## src/rtl/prbs_pkg.sv

```systemverilog
// Shared definitions for the 4-bit Galois LFSR generator and its checker.
// Holds the default width and feedback mask, the checker FSM state type and
// a width-generic Galois step function used by both sides.
package prbs_pkg;

  localparam int PRBS_WIDTH = 4;
  localparam logic [PRBS_WIDTH-1:0] PRBS_POLY = 4'b0011;

  // Widest LFSR the step helper supports.
  localparam int LFSR_MAX_W = 32;

  typedef enum logic [1:0] {
    HUNT   = 2'd0,
    VERIFY = 2'd1,
    LOCKED = 2'd2
  } prbs_state_e;

  // Galois step: shift left, and fold the feedback mask in when the old MSB
  // was set. The MSB is located through the width mask so that no variable
  // bit index is needed.
  function automatic logic [LFSR_MAX_W-1:0] lfsr_step(
    input logic [LFSR_MAX_W-1:0] state,
    input logic [LFSR_MAX_W-1:0] poly,
    input int unsigned           width
  );
    logic [LFSR_MAX_W-1:0] mask;
    logic [LFSR_MAX_W-1:0] msb_bit;
    logic [LFSR_MAX_W-1:0] nxt;
    mask    = {LFSR_MAX_W{1'b1}} >> (LFSR_MAX_W - width);
    msb_bit = mask ^ (mask >> 1);
    nxt     = (state << 1) & mask;
    if (|(state & msb_bit)) begin
      nxt = nxt ^ (poly & mask);
    end
    return nxt;
  endfunction

endpackage

```

## src/rtl/prbs_checker_predictor.sv

```systemverilog
// Local copy of the generator: holds the predicted next sample, can be
// reseeded from an observed sample or advanced by one LFSR step, and flags
// whether the current sample equals the prediction.
module prbs_predictor
  import prbs_pkg::*;
#(
  parameter int              WIDTH = PRBS_WIDTH,
  parameter logic [WIDTH-1:0] POLY  = PRBS_POLY
) (
  input  logic             clk,
  input  logic             rst_n,
  input  logic             load,
  input  logic             advance,
  input  logic [WIDTH-1:0] sample,
  output logic             match
);

  logic [WIDTH-1:0] pred_q;
  logic [WIDTH-1:0] pred_d;
  logic [WIDTH-1:0] sample_step;
  logic [WIDTH-1:0] pred_step;

  assign sample_step = WIDTH'(lfsr_step(LFSR_MAX_W'(sample), LFSR_MAX_W'(POLY), WIDTH));
  assign pred_step   = WIDTH'(lfsr_step(LFSR_MAX_W'(pred_q), LFSR_MAX_W'(POLY), WIDTH));
  assign match       = (sample == pred_q);

  // Reseed from the sample takes priority over flywheeling on the prediction.
  always_comb begin
    pred_d = pred_q;
    if (load) begin
      pred_d = sample_step;
    end else if (advance) begin
      pred_d = pred_step;
    end
  end

  // Prediction register.
  always_ff @(posedge clk or negedge rst_n) begin
    if (!rst_n) begin
      pred_q <= '0;
    end else begin
      pred_q <= pred_d;
    end
  end

endmodule

```

## config.mk

```make
export PLATFORM = sky130hd
export DESIGN_NAME = prbs_predictor
export DESIGN_NICKNAME = d
export VERILOG_FILES = /design/src/rtl/prbs_pkg.sv /design/src/rtl/prbs_checker_predictor.sv
export SDC_FILE = /design/constraint.sdc
export NUM_CORES = 1
export LEC_CHECK = 0
export BUFFER_PORTS_ARGS = -buffer_cell sky130_fd_sc_hd__buf_2
export CAP_MARGIN = 20
export CORE_AREA = 2 2 39 41
export DETAILED_ROUTE_END_ITERATION = 7
export DIE_AREA = 0 0 41 43
export HOLD_SLACK_MARGIN = 0.12
export SLEW_MARGIN = 5
export SYNTH_ARGS = -nofsm -noshare
export SYNTH_HDL_FRONTEND = slang
export SYNTH_SLANG_ARGS = --single-unit
```

## constraint.sdc

```tcl
create_clock -name clk -period 1.01 [get_ports clk]
set_clock_uncertainty 0.1 [all_clocks]
set_input_delay 0.0505 -clock clk [delete_from_list [all_inputs] [get_ports clk]]
set_output_delay 0.0505 -clock clk [all_outputs]
set_load 0.02 [all_outputs]
```

### Word-level counts from Yosys, hierarchy flattened

Index checks and enable logic that the tools add are counted.

| word-level totals | value |
|---|---|
| bits in read-only memories | 0 |
| bits in latches | 0 |
| bits in registers | 4 |
| input port bits | 8 |
| bits in writable memories | 0 |
| output and inout port bits | 1 |
| memories | 0 |
| logic and storage cells | 9 |

| cells by class | value |
|---|---|
| reductions and logical operators | 1 |
| divide/modulo/power cells | 0 |
| multiplexer cells | 4 |
| multiply operators | 0 |
| bitwise operators | 2 |
| shift-type cells | 0 |
| add/sub/neg operators | 0 |
| equal/unequal tests | 1 |
| $lt $le $gt $ge | 0 |

Operators by type and width:

| kind | count |
|---|---|
| $mux 4 | 2 |
| $eq 4x4->1 | 1 |
| $mux 2 | 2 |
| $not 2->2 | 2 |
| $reduce_bool 2->1 | 1 |

### Depth between registers and ports, before layout

| depth | value |
|---|---|
| word-level depth | 4 |
| depth in mapped cells | 3 |
| gate-level depth less buffers | 3 |

### Least setup slack after synthesis

OpenSTA, ideal clock, no wires.

| timing path | value |
|---|---|
| kind | register to output |
| start | register pred_q[0] |
| end | output port match |
| path buffers | 0 |
| arrival time | 1259 ps |
| cell stages (with the launch flop) | 3 |
| path slack | -399 ps |
| data required time | 859 ps |
| path through | dfrtp_1 -> xor2_1 -> nor4_1 |

| between the ends | value |
|---|---|
| cells in the longest elaborated chain, start to end | 1 |

RTL lines:

| what | RTL line | text |
|---|---|---|
| start, declared | prbs_checker_predictor.sv:18 | `logic [WIDTH-1:0] pred_q;` |
| start signal, assigned | prbs_checker_predictor.sv:42 | `pred_q <= pred_d;` |
| $eq 4x4->1 | prbs_checker_predictor.sv:25 | `assign match = (sample == pred_q);` |
| end, declared | prbs_checker_predictor.sv:15 | `output logic match` |

Every way passes these cells.

### Final worst setup path

| timing path | value |
|---|---|
| start | register pred_q[1] |
| end | output port match |

The elaborated chain is that of the path after synthesis.

==> flow_summary_export.csv <==
group,metric,value,unit
cts,clock-sinks,4,
timing,hold_viol_final,0,
die,num_rows,14,
cts,insertion_delay,0.24,ns
timing,finalSetupTns,-0.691,ns
cts,cts-root-buf,"clkbuf_4",
timing,period_needed,1.39,ns
routing,antenna_left,0,
worst_setup_path,crit_path_end_kind,"output pin",
worst_hold_path,hp-class,"input port to register",
place,gp_congestion,0.625,
timing,fin_ws,-0.381,ns
cts,path_clk_slew,0.04,ns
worst_setup_path,cpPeakStageDelay,0.39,ns
die,start_util,17.3,%
final_layout,final_nets,54,
status,violations,"setup timing",
timing,holdWs,0.0985,ns
cts,cts_tree,"yes",
timing,rsz0062_at_grt,"yes",
routing,wirelength,599,µm
logic_synthesis,ys_ff_latch,4,
timing,finalMaxSlewViolations,0,
routing,wl_per_cell,9.98,µm
worst_setup_path,critPathTopFamily,"flip-flops",
logic_synthesis,yosysSeqAreaShare,41.9,%
final_layout,largest_reg_flops,4,
die,dieArea,1760,µm²
place,port_buffers,8,
routing,via_per_inst,4.05,
pwr,p_leak,0.000209,µW
timing,worstMarginPinSlew,0.261,ns
final_layout,area_growth,83.2,%
final_layout,largest_register,"pred_q",
final_layout,num-fill-cells,142,
worst_setup_path,crit_buf_inv,1,
pwr,peakVddDrop,0.390,mV
worst_setup_path,cp.arrival,1.24,ns
grt,grt_max_degree,9,
cts,cts_htree_levels,1,
logic_synthesis,synth_warnings,0,
status,status,"finished, violations left",
grt,track_usage,8.06,%
final_layout,largestRegisters,"pred_q x4",
grt,grt_pass1_vias,258,
worst_setup_path,crit_chain,"xor2_1 > nor4_4 > buf_4",
routing,drc,0,
run,maxCapViolCount,0,
worst_setup_path,cp_max_fo,2,
routing,num_vias,243,
die,core,1380,µm²
worst_setup_path,worstPathRequired,0.86,ns
final_layout,drive_above_1_share,36.4,%
routing,drtIter0Drc,0,
logic_synthesis,synth_nets,32,
timing,timing.final.crit_share,138,%
die,die_y,43,µm
timing,fmax,719,MHz
logic_synthesis,yosysTopAreaCellShare,41.9,%
cts,cts_made_buffers,3,
worst_setup_path,critical_path_class,"register to output pin",
logic_synthesis,synth_largest_area_cell,"dfrtp_1",
grt,grt_pass1_wl,903,µm
routing,firstDrtPassIters,1,
logic_synthesis,syn_area,239,µm²
timing,slew_headroom,82.5,%
final_layout,diodes,0,
logic_synthesis,yosys-top-cells-area,"dfrtp_1 (42%), xor2_1 (22%), mux2i_1 (17%)",
die,io-pin-count,9,
grt,antenna_found_initial,0,
worst_setup_path,start_kind,"register",
logic_synthesis,synth_cells,24,
place,post-place-ws,-0.169,ns
logic_synthesis,yosysUniqueCellTypes,8,
logic_synthesis,postSynthAreaPerCell,9.96,µm²
die,die_w,41,µm
pwr,p_per_area,1300,nW/µm²
cts,cts_buffer_depth,2,
worst_setup_path,cpMaxStageDelayCell,"dfrtp_1",
timing,setup_viol,4,
grt,grt-ovfl-total,0,
pwr,p_total,570,µW
-- per-stage QoR --
stage / cell area [µm²] / util (%) / std cells
2_1_floorplan: 254 / - / 24
3_3_place_gp: 317 / 22.9 / 48
3_5_place_dp: 317 / 22.9 / 48
4_1_cts: 427 / 30.8 / 59
5_1_grt: 438 / 31.6 / 60
6_report: 438 / 31.6 / 60
-- path summary, 6_finish.rpt --
path | startpoint | endpoint | slack, ns | depth (start not counted)
max in group asynchronous | rst_n | pred_q[3] | 0.10 | 3
setup reg to reg | pred_q[3] | pred_q[1] | -0.25 | 5
hold / removal | advance | pred_q[0] | 0.1 | 3
setup / recovery | pred_q[1] | match | -0.38 | 3
hold reg to reg | pred_q[2] | pred_q[3] | 0.52 | 2
min in group asynchronous | rst_n | pred_q[1] | 0.58 | 3
-- final cells by class --
type	count	area [µm²]	share of cell area, %
repair buffers	18	139	31.7
clock buffers	3	22.5	5.14
well taps	16	20.0	4.57
flip-flops and latches	4	100	22.9
multi-input cells	19	156	35.7
-- cell usage after synthesis --
library cell  count
clkbuf_2          1
mux2i_1           4
nor4_1            1
dfrtp_1           4
o21ai_0           3
nand2_1           4
o21ai_1           1
xor2_1            6
-- cells in the final DEF, fill, tap and decap left out, drive strengths merged --
cell and n:
buf 11, clkbuf 3, dfrtp 4, dlygate4sd3 7
mux2i 4, nand2 4, nor4 1, o21ai 4
xor2 6
-- worst register-to-register path, delay by kind of cell (launching register included) --
family | cells | cell delay [ns]
AO/OA/AOI/OAI | 1 | 0.10
flip-flops | 1 | 0.39
buffers and inverters | 2 | 0.25
XOR/XNOR | 1 | 0.15
multiplexers | 1 | 0.15
-- power by group --
group          total (µW)  internal [µW]  switching, µW
registers             199            181           18.7
logic                 173           94.2           78.6
clock network         198            133           64.9
-- metal layers --
layer / routed length, µm / up-vias / global-route usage, %
li1: - / 121 / -
met1: 239 / 115 / 6.49
met2: 325 / 7 / 14.1
met3: 33 / 0 / 3.14
met4: 0 / 0 / 6.00
met5: 0 / - / 0
-- cells by family (layout without fill, tap and decap cells) --
group,after synthesis,in the layout,share of synthesized area [%]
compound gates,4,4,8.37
xor+xnor,6,6,22.0
buf+inv,1,21,2.09
flops,4,4,41.9
mux,4,4,16.8
simple gates,5,5,8.90
-- what timing repair did --
item	CTS	global route
pin swaps	2	1
hold buffers	7	0
cloned	0	0
hold endpoints to repair	8	0
resized for setup	2	3
setup endpoints to repair	2	4
buffers inserted	1	1
Note: power is estimated with default switching activity, not from simulation.
